### src/rtl/if_stage.sv
// Instruction-fetch stage: fetches into a registered ID slot, handling stall, flush and delayed branches.
// Optional macro IF_PC_ALIGN_CHECK_EN adds o_exc_adel, raised on a misaligned fetch address.
module if_stage (
  input  logic        i_clk,
  input  logic        i_rst_n,
  input  logic        i_stall,
  input  logic        i_flush,
  input  logic [31:0] i_flush_pc,
  input  logic        i_branch_flag,
  input  logic [31:0] i_branch_target,
  output logic        o_rom_en,
  output logic [31:0] o_rom_addr,
  input  logic        i_rom_ready,
  input  logic [31:0] i_rom_data,
  output logic [31:0] o_id_pc,
  output logic [31:0] o_id_inst,
  output logic        o_id_valid,
  output logic        o_stall_req,
`ifdef IF_PC_ALIGN_CHECK_EN
  output logic        o_exc_adel,
`endif
  output logic [1:0]  o_state
);
  localparam logic [1:0]  S_IDLE   = 2'd0;
  localparam logic [1:0]  S_WAIT   = 2'd1;
  localparam logic [1:0]  S_HOLD   = 2'd2;
  localparam logic [1:0]  S_KILL   = 2'd3;
  localparam logic [31:0] RESET_PC = 32'hBFC0_0000;

  logic [1:0]  r_state;
  logic [31:0] r_pc;
  logic [31:0] r_req_addr;
  logic        r_br_pend;
  logic [31:0] r_br_tgt;
  logic [31:0] r_hold_inst;
  logic [31:0] r_hold_pc;
  logic [31:0] r_id_pc;
  logic [31:0] r_id_inst;
  logic        r_id_valid;
`ifdef IF_PC_ALIGN_CHECK_EN
  logic        r_exc_adel;
`endif

  logic        w_br_new;
  logic        w_misalign;
  logic [31:0] w_next_pc;

  // A branch resolved in the same cycle as the delay-slot hand-off is bypassed straight into next_pc.
  assign w_br_new  = i_branch_flag & ~i_stall;
  assign w_next_pc = w_br_new  ? i_branch_target :
                     r_br_pend ? r_br_tgt        : r_req_addr + 32'd4;

`ifdef IF_PC_ALIGN_CHECK_EN
  assign w_misalign = (r_req_addr[1:0] != 2'b00);
  assign o_rom_addr = r_req_addr;
  assign o_exc_adel = r_exc_adel;
`else
  assign w_misalign = 1'b0;
  assign o_rom_addr = {r_req_addr[31:2], 2'b00};
`endif

  assign o_rom_en    = (r_state == S_KILL) | ((r_state == S_WAIT) & ~w_misalign);
  assign o_stall_req = o_rom_en & ~i_rom_ready;
  assign o_id_pc     = r_id_pc;
  assign o_id_inst   = r_id_inst;
  assign o_id_valid  = r_id_valid;
  assign o_state     = r_state;

  always_ff @(posedge i_clk or negedge i_rst_n) begin
    if (!i_rst_n) begin
      r_state     <= S_IDLE;
      r_pc        <= RESET_PC;
      r_req_addr  <= RESET_PC;
      r_br_pend   <= 1'b0;
      r_br_tgt    <= 32'd0;
      r_hold_inst <= 32'd0;
      r_hold_pc   <= 32'd0;
      r_id_pc     <= 32'd0;
      r_id_inst   <= 32'd0;
      r_id_valid  <= 1'b0;
`ifdef IF_PC_ALIGN_CHECK_EN
      r_exc_adel  <= 1'b0;
`endif
    end else if (i_flush) begin
      r_id_valid <= 1'b0;
      r_id_inst  <= 32'd0;
      r_id_pc    <= 32'd0;
      r_pc       <= i_flush_pc;
      r_br_pend  <= 1'b0;
`ifdef IF_PC_ALIGN_CHECK_EN
      r_exc_adel <= 1'b0;
`endif
      // An outstanding request must drain in KILL before the redirect address can be issued.
      case (r_state)
        S_KILL: begin
          if (i_rom_ready) begin
            r_req_addr <= i_flush_pc;
            r_state    <= S_WAIT;
          end
        end
        S_WAIT: begin
          if (i_rom_ready || w_misalign) begin
            r_req_addr <= i_flush_pc;
            r_state    <= S_WAIT;
          end else begin
            r_state <= S_KILL;
          end
        end
        default: begin
          r_req_addr <= i_flush_pc;
          r_state    <= S_WAIT;
        end
      endcase
    end else begin
      if (w_br_new) begin
        r_br_pend <= 1'b1;
        r_br_tgt  <= i_branch_target;
      end
      case (r_state)
        S_IDLE: begin
          r_req_addr <= r_pc;
          r_state    <= S_WAIT;
        end
        S_WAIT: begin
`ifdef IF_PC_ALIGN_CHECK_EN
          if (w_misalign) begin
            if (!i_stall) begin
              r_id_valid <= 1'b1;
              r_id_inst  <= 32'd0;
              r_id_pc    <= r_req_addr;
              r_exc_adel <= 1'b1;
            end
          end else
`endif
          if (i_rom_ready) begin
            if (i_stall) begin
              r_hold_inst <= i_rom_data;
              r_hold_pc   <= r_req_addr;
              r_state     <= S_HOLD;
            end else begin
              r_id_inst  <= i_rom_data;
              r_id_pc    <= r_req_addr;
              r_id_valid <= 1'b1;
              r_pc       <= w_next_pc;
              r_req_addr <= w_next_pc;
              r_br_pend  <= 1'b0;
            end
          end else if (!i_stall) begin
            r_id_valid <= 1'b0;
            r_id_inst  <= 32'd0;
          end
        end
        S_HOLD: begin
          if (!i_stall) begin
            r_id_inst  <= r_hold_inst;
            r_id_pc    <= r_hold_pc;
            r_id_valid <= 1'b1;
            r_pc       <= w_next_pc;
            r_req_addr <= w_next_pc;
            r_br_pend  <= 1'b0;
            r_state    <= S_WAIT;
          end
        end
        default: begin
          if (i_rom_ready) begin
            r_req_addr <= r_pc;
            r_state    <= S_WAIT;
          end
        end
      endcase
    end
  end
endmodule

### config.mk
export PLATFORM = sky130hd
export DESIGN_NAME = if_stage
export DESIGN_NICKNAME = d
export VERILOG_FILES = /design/src/rtl/if_stage.sv
export SDC_FILE = /design/constraint.sdc
export NUM_CORES = 1
export LEC_CHECK = 0
export ABC_AREA = 1
export CAP_MARGIN = 40
export CORE_MARGIN = 3
export CORE_UTILIZATION = 40
export DETAILED_ROUTE_END_ITERATION = 10
export PLACE_DENSITY_LB_ADDON = 0.08
export SLEW_MARGIN = 10
export SYNTH_ARGS = -nofsm -noshare
export SYNTH_HDL_FRONTEND = slang
export SYNTH_SLANG_ARGS = --single-unit
### constraint.sdc
create_clock -name i_clk -period 1.8 [get_ports i_clk]
set_input_delay 0.18 -clock i_clk [delete_from_list [all_inputs] [get_ports i_clk]]
set_output_delay 0.18 -clock i_clk [all_outputs]
set_load 0.01 [all_outputs]
==> impl_results.md, run 1 <==
* First-pass GRT wire length at 59900 um
* Port bufs at 200
* Io pins at 203
* Startpoint type of the worst setup path: flip-flop
* Synthesized area per cell at 8.09 um2
* Die height at 179 um
* Clock latency at the later pin of the worst-skew pair at 0.54 ns
* Setup WS post-layout at -0.0630 ns
* Req. time, crit path at 2.26 ns
* Power share of the combinational group at 52.2%
* Die Area at 32100 um2
* Final setup violation count at 44
* Worst Reg-to-Reg Cells at 13
* Yosys reg bits at 228
* Synth warn at 0
* Initial Utilization at 41.2%
* Final Slew Violations at 0
* Final Skew at 0.0136 ns
* Net Sw Power at 12.0 mW
* CTS Buf Count at 27
* FF-to-FF End: r_req_addr[26]
* Synth-to-Final Area Change at 46.2%
* Cell-internal power at 18.2 mW
* Max Cap Viol at 0
* Worst Hold Margin at 0.0349 ns
* Failing checks: negative setup slack
* Initial antenna violation count at 0
* Place WS at -0.190 ns
* Final Core Density at 60.3%
* Synth top area share at 43.8%
* Sequential cell area at 5740 um2
* Top post-synthesis cells by area: dfrtp_1 44%, nand2_1 11%, o21ai_0 7.9%
* Fmax at 0.537 GHz
* PD cells at 1730 nW/um2
* Maximum vdd drop at 0.849 mV
* Sequential-to-total area share from yosys stat at 47.8%
* Ratio of cells with drive above 1 in the final layout at 26.8%
* Worst reg2reg startpoint: o_state[0]
* CTS H-tree depth at 1
* Core box area at 29100 um2
* FF-to-FF setup slack at -0.06 ns
* Final-report hold violation count at 0
* Status: finished with violations
* Root buf cell: clkbuf_16
* Post-DP HPWL at 26700 um
* Initial DRC Count at 834
* Leading area contributor after synthesis: dfrtp_1
* Via density at 5.29
* Worst-case clock buffer depth at 3
* Footprint of the multi-input gates at 6040 um2
* DRC viols at 0
* Routed len/inst at 18.9 um
* P_leak at 8.13 nW
* CTS sink count at 228
* Vias post-DR at 11500
* Distinct cells, synth at 35
* GRT Residual Overflow at 0
* RePlAce Congestion at 0.848
* Endpoint type of the worst setup path: flip-flop
* WP data arrival at 2.32 ns
* Nets@finish at 1876
* Relative slew margins at 65.6%
* Worst-path fanout max at 5
* Global Route Usage Sum at 23.7%
* First-pass DRT Iterations at 5
* Worst hold-check path type: primary input to asynchronous set/reset pin
* Tcrit/Tclk final at 104%
* Row cnt at 62
* Clock power share at 18.4%
* Vias in the first global route at 10500
* Synth Cell Area at 12000 um2
* RSZ-0062 raised after global routing: yes
* CTS tree: done
* Filler cells at 2601
* Total wire length at 40900 um
* Setup CP Type: flip-flop to flip-flop
* Routed Antenna Nets at 0
* Die width at 179 um
* Mapped Cells at 1482
* Power share of the sequential group at 29.4%
* Setup TNS at -0.872 ns
* Fin crit period at 1.86 ns
* Pin count of the biggest net entering global routing at 92
* Worst Tran Pin Value at 0.517 ns
* CTS clk-pin slew, worst paths at 0.06 ns
* Antenna Cells at 0
* Switching share of power at 39.7%
-- layer usage --
layer | part of all wire [%] | wire length, um | vias to the layer above | GRT usage (%)
li1 | - | - | 5455 | -
met3 | 7.3 | 2990 | 58 | 3.83
met4 | 2.5 | 1020 | 0 | 5.61
met5 | 0 | 0 | - | 0
met1 | 45 | 18400 | 5549 | 35.2
met2 | 45 | 18500 | 408 | 36.2
-- critical path, stage by stage, from the launching register on --
cell,delay (ns)
dfrtp_2,0.43
buf_6,0.14
ha_4,0.16
nor2_4,0.12
buf_6,0.11
inv_4,0.03
buf_6,0.10
nand2_4,0.06
o21ai_4,0.06
inv_4,0.13
buf_6,0.15
buf_16,0.13
nor2_1,0.04
a21oi_1,0.11
-- power by group through the flow --
stage | logic (mW) | clock network (mW) | registers, mW
2_1_floorplan | 6.69 | 0 | 8.90
5_1_grt | 17.1 | 5.85 | 9.14
4_1_cts | 13.7 | 5.67 | 8.83
3_3_place_gp | 12.4 | 0 | 8.83
3_5_place_dp | 12.5 | 0 | 8.91
6_report | 15.8 | 5.56 | 8.91
-- logic make-up (layout without fill, tap and decap cells) --
kind of cell    Yosys count  after routing  share of synthesized area [%]
compound gates          364            364                           17.5
xor+xnor                  3              3                          0.219
fa+ha+maj                 7              7                          0.730
buf+inv                 237            538                           8.89
flops                   228            228                           47.8
mux                      63             63                           5.91
other cells               1              2                         0.0313
simple gates            579            580                           19.0
-- worst max path at each step --
stage | from | end | slack [ns] | cells after the start
after floorplan | o_state[0] | r_req_addr[11] | -0.002 | 13
after global placement | r_req_addr[4] | r_req_addr[19] | -0.15 | 12
after detailed placement | r_req_addr[3] | r_req_addr[19] | -0.19 | 13
after CTS | o_state[0] | o_stall_req | -0.04 | 5
after global routing | o_state[0] | r_req_addr[26] | -0.15 | 13
final | o_state[0] | r_req_addr[26] | -0.06 | 13
-- metrics by stage --
stage	power, mW	cell area [um2]	std cells
2_1_floorplan	15.6	12000	1483
3_3_place_gp	21.2	15100	2063
3_5_place_dp	21.4	15100	2063
4_1_cts	28.2	16500	2135
5_1_grt	32.1	17500	2169
6_report	30.3	17500	2169
-- cells in the final DEF, fill, tap and decap left out, drive strengths merged, types with 2 or more instances in the layout --
master / instances
nor2: 162
o211ai: 15
xor2: 3
dlymetal6s2s: 4
buf: 173
a22oi: 52
a31oi: 6
ha: 7
conb: 2
bufinv: 4
o31ai: 32
mux2: 63
clkinv: 4
nand2: 360
a21oi: 59
o21ai: 193
nand3: 54
and2: 2
dfrtp: 210
clkdlybuf4s15: 3
inv: 114
clkbuf: 47
o21bai: 4
clkdlybuf4s50: 165
dfstp: 18
dlygate4sd2: 23
-- state kept, by name, summed over array words and instances (netlist names) --
signal,count
o_id_inst,32
o_id_pc,32
o_id_valid,1
o_state,2
r_br_pend,1
r_br_tgt,32
r_hold_inst,32
r_hold_pc,32
r_pc,32
r_req_addr,32
-- Yosys cell counts --
cell	n
nand2_1	358
dfrtp_1	210
o21ai_0	190
nor2_1	157
inv_1	108
mux2_2	63
clkbuf_1	61
a21oi_1	59
nand3_1	53
a22oi_1	52
buf_4	35
o31ai_1	32
buf_2	18
dfstp_2	18
o211ai_1	15
ha_1	7
a31oi_1	6
buf_1	5
inv_2	5
nor2_2	5
o21bai_1	4
buf_6	3
xor2_1	3
and2_1	2
clkinv_1	2
o21ai_1	2
a41oi_1	1
conb_1	1
nand2_2	1
nand3_2	1
nor3_2	1
nor4_1	1
o21ai_2	1
o22ai_1	1
o311ai_0	1
-- timing repair --
action,in CTS,in global routing
gates resized for setup,120,185
setup buffers,19,26
gates cloned,5,9
hold endpoints to repair,218,0
endpoints found under the setup margin,127,122
pin swaps,11,34
hold buffers,1,0
-- final cells by class --
| class | count | area share (%) |
|---|---|---|
| Multi-Input combinational cell | 1019 | 34.4 |
| Timing Repair Buffer | 376 | 22.5 |
| Clock buffer | 40 | 4.24 |
| Clock inverter | 7 | 0.792 |
| Tap cell | 384 | 2.74 |
| Inverter | 115 | 2.55 |
| Sequential cell | 228 | 32.7 |
No activity file was read; power rests on OpenSTA's default activity.
==> run 2, diff against run 1 <==
- ABC_CLOCK_PERIOD_IN_PS: default -> 1800
==> results of run 2 <==
Final layout, timing and power as in run 1 (identical DEF).
==> run 3, diff against run 2 <==
- CORE_MARGIN: 3 -> 2
==> run 3 against run 2 <==
  * The run still ends with negative setup slack left
  * Critical path depth shrank 6
  * Register-to-register slack worse by 0.06 ns
  * Clock skew increased by 0.0068 ns
  * Non-clock buffer count grew 6
  * Sequential cell count unchanged
  * Worst setup slack got worse by 0.060 ns
  * Fmax is 3.1% lower
  * Via count rose by 1.2%
  * Critical path type unchanged
==> impl_results.md, run 3 (synthesized netlist as in run 1, its figures left out) <==
* Crit path cell chain: buf_4 -> ha_4 -> buf_6 -> buf_8 -> bufbuf_16 -> o21ai_0 -> o31ai_4 (was buf_6 -> ha_4 -> nor2_4 -> buf_6 -> inv_4 -> buf_6 -> nand2_4 -> o21ai_4 -> inv_4 -> buf_6 -> buf_16 -> nor2_1 -> a21oi_1)
* PD cells at 1740 nW/um2 (was 1730 nW/um2)
* Port bufs at 200 (unchanged)
* Fin cells at 2184 (was 2169)
* RSZ-0062 raised after global routing: yes (unchanged)
* CP max-delay cell: dfrtp_2 (unchanged)
* WP data arrival at 2.35 ns (was 2.32 ns)
* Synth-to-Final Area Change at 48.2% (was 46.2%)
* Net Sw Power at 12.5 mW (was 12.0 mW)
* Placed cell count at 2083 (was 2063)
* Row cnt at 63 (was 62)
* Root buf cell: clkbuf_16 (unchanged)
* Die Area at 31400 um2 (was 32100 um2)
* Setup TNS at -5.81 ns (was -0.872 ns)
* Setup WS post-layout at -0.123 ns (was -0.0630 ns)
* Clock power share at 18.3% (was 18.4%)
* Cell-internal power at 18.4 mW (was 18.2 mW)
* Io pins at 203 (unchanged)
* Tcrit/Tclk final at 107% (was 104%)
* Fmax at 0.520 GHz (was 0.537 GHz)
* Setup CP Type: flip-flop to flip-flop (unchanged)
* Crit-path max cell delay at 0.44 ns (was 0.43 ns)
* CTS Buf Count at 28 (was 27)
* Worst path buffer plus inverter count at 4 (was 7)
* Worst-path fanout max at 15 (was 5)
* CTS clk-pin slew, worst paths at 0.06 ns (about the same)
* Routed Antenna Nets at 0 (unchanged)
* Final-report hold violation count at 0 (unchanged)
* Total wire length at 42800 um (was 40900 um)
* Commonest cells after routing, fill and taps aside: 331 x nand2_1, 199 x dfrtp_1, 168 x o21ai_0, 164 x clkdlybuf4s50_1, 121 x buf_4 (was 316 x nand2_1, 200 x dfrtp_1, 178 x o21ai_0, 165 x clkdlybuf4s50_1, 115 x buf_4)
* Nets@finish at 1883 (was 1876)
* Maximum vdd drop at 1.20 mV (was 0.849 mV)
* Final Slew Violations at 0 (unchanged)
* CTS tree: done (unchanged)
* DRC viols at 0 (unchanged)
* Fin crit period at 1.92 ns (was 1.86 ns)
* Final Core Density at 60.2% (was 60.3%)
* Relative slew margins at 61.8% (was 65.6%)
* Worst hold-check path type: primary input to flip-flop (was primary input to asynchronous set/reset pin)
* P_leak at 8.16 nW (was 8.13 nW)
* Vias in the first global route at 11100 (was 10500)
* Filler cells at 2631 (was 2601)
* Failing checks: negative setup slack (unchanged)
* Power share of the sequential group at 29.0% (was 29.4%)
* Power share of the combinational group at 52.7% (was 52.2%)
* Initial antenna violation count at 0 (unchanged)
* Ratio of cells with drive above 1 in the final layout at 28.1% (was 26.8%)
* Pin count of the biggest net entering global routing at 58 (was 92)
* Routed len/inst at 19.6 um (was 18.9 um)
* Via density at 5.32 (was 5.29)
* Antenna Cells at 0 (unchanged)
* Final Skew at 0.0204 ns (was 0.0136 ns)
* CTS H-tree depth at 1 (unchanged)
* Initial DRC Count at 698 (was 834)
* GRT Residual Overflow at 0 (unchanged)
* Die width at 177 um (was 179 um)
* Global Route Usage Sum at 26.2% (was 23.7%)
* Startpoint type of the worst setup path: flip-flop (unchanged)
* Initial Utilization at 40.6% (was 41.2%)
* RePlAce Congestion at 0.861 (was 0.848)
* Worst-case clock buffer depth at 3 (unchanged)
* Die height at 177 um (was 179 um)
* Crit path max-delay family: buffers and inverters (unchanged)
* Core box area at 29600 um2 (was 29100 um2)
* Vias post-DR at 11600 (was 11500)
* Post-DP HPWL at 27900 um (was 26700 um)
* First-pass GRT wire length at 63800 um (was 59900 um)
* Clock latency at the later pin of the worst-skew pair at 0.55 ns (was 0.54 ns)
* Max Cap Viol at 0 (unchanged)
* Worst Tran Pin Value at 0.572 ns (was 0.517 ns)
* Switching share of power at 40.5% (was 39.7%)
* Endpoint type of the worst setup path: flip-flop (unchanged)
* First-pass DRT Iterations at 5 (unchanged)
* Status: finished with violations (unchanged)
* Commonest non-fill, non-tap cell in the layout: nand2_1 (unchanged)
* CTS sink count at 228 (unchanged)
* Req. time, crit path at 2.22 ns (was 2.26 ns)
* Final setup violation count at 113 (was 44)
-- run 3: routing by layer --
metal | up-vias | wire length, um | GRT usage, %
met4 | 0 | 817 | 6.65
met2 | 401 | 19400 | 40.3
met3 | 57 | 2610 | 3.61
met1 | 5661 | 20000 | 38.8
met5 | - | 0 | 0
li1 | 5490 | - | -
-- run 3: worst paths after layout --
| kind | cells past startpoint | slack, ns | endpoint | from |
|---|---|---|---|---|
| setup / recovery | 7 | -0.12 | o_id_pc[10] | o_state[1] |
| hold / removal | 4 | 0.15 | o_id_valid | i_flush |
| setup reg to reg | 7 | -0.12 | o_id_pc[10] | o_state[1] |
| hold reg to reg | 2 | 0.47 | r_pc[27] | r_pc[27] |
| max in group asynchronous | 3 | 0.90 | r_pc[28] | i_rst_n |
| min in group asynchronous | 2 | 0.18 | o_id_pc[18] | i_rst_n |
-- run 3: layout make-up --
class | instances | area, um2 | share of cell area (%)
multi-input combinational | 1019 | 6190 | 34.8
sequential | 228 | 5740 | 32.3
timing repair buffer | 382 | 4020 | 22.6
clock buffer | 46 | 830 | 4.67
tap | 390 | 488 | 2.74
inverter | 115 | 443 | 2.49
clock inverter | 4 | 73.8 | 0.415
-- run 3: what timing repair did --
item	in CTS	in global routing
pin swaps	17	36
resized for setup	112	227
gates cloned	11	6
buffers inserted	30	12
hold buffers	1	0
setup endpoints to repair	128	141
endpoints found under the hold margin	59	0
-- run 3: worst min-delay path: stages --
cell     delay, ns
buf_2         0.27
a41oi_1       0.09
o21ai_0       0.09
inv_1         0.05
-- run 3: power by group through the flow --
stage	combinational (mW)	clock, mW	sequential [mW]
after global placement	12.8	0	8.84
after detailed placement	12.9	0	8.91
after CTS	14.6	5.74	8.79
final	16.3	5.66	8.97
after floorplan	6.69	0	8.90
after global routing	17.6	5.94	9.19
-- run 3: stage by stage --
step           total power [mW]  setup slack, ns  cell area, um2  hold WS (ns)
6_report                   30.9           -0.123           17800         0.152
3_3_place_gp               21.7           -0.263           15200         0.173
2_1_floorplan              15.6         -0.00195           12000        -0.116
4_1_cts                    29.1           -0.134           16900        0.0893
3_5_place_dp               21.8           -0.210           15200         0.170
5_1_grt                    32.7           -0.200           17800         0.164
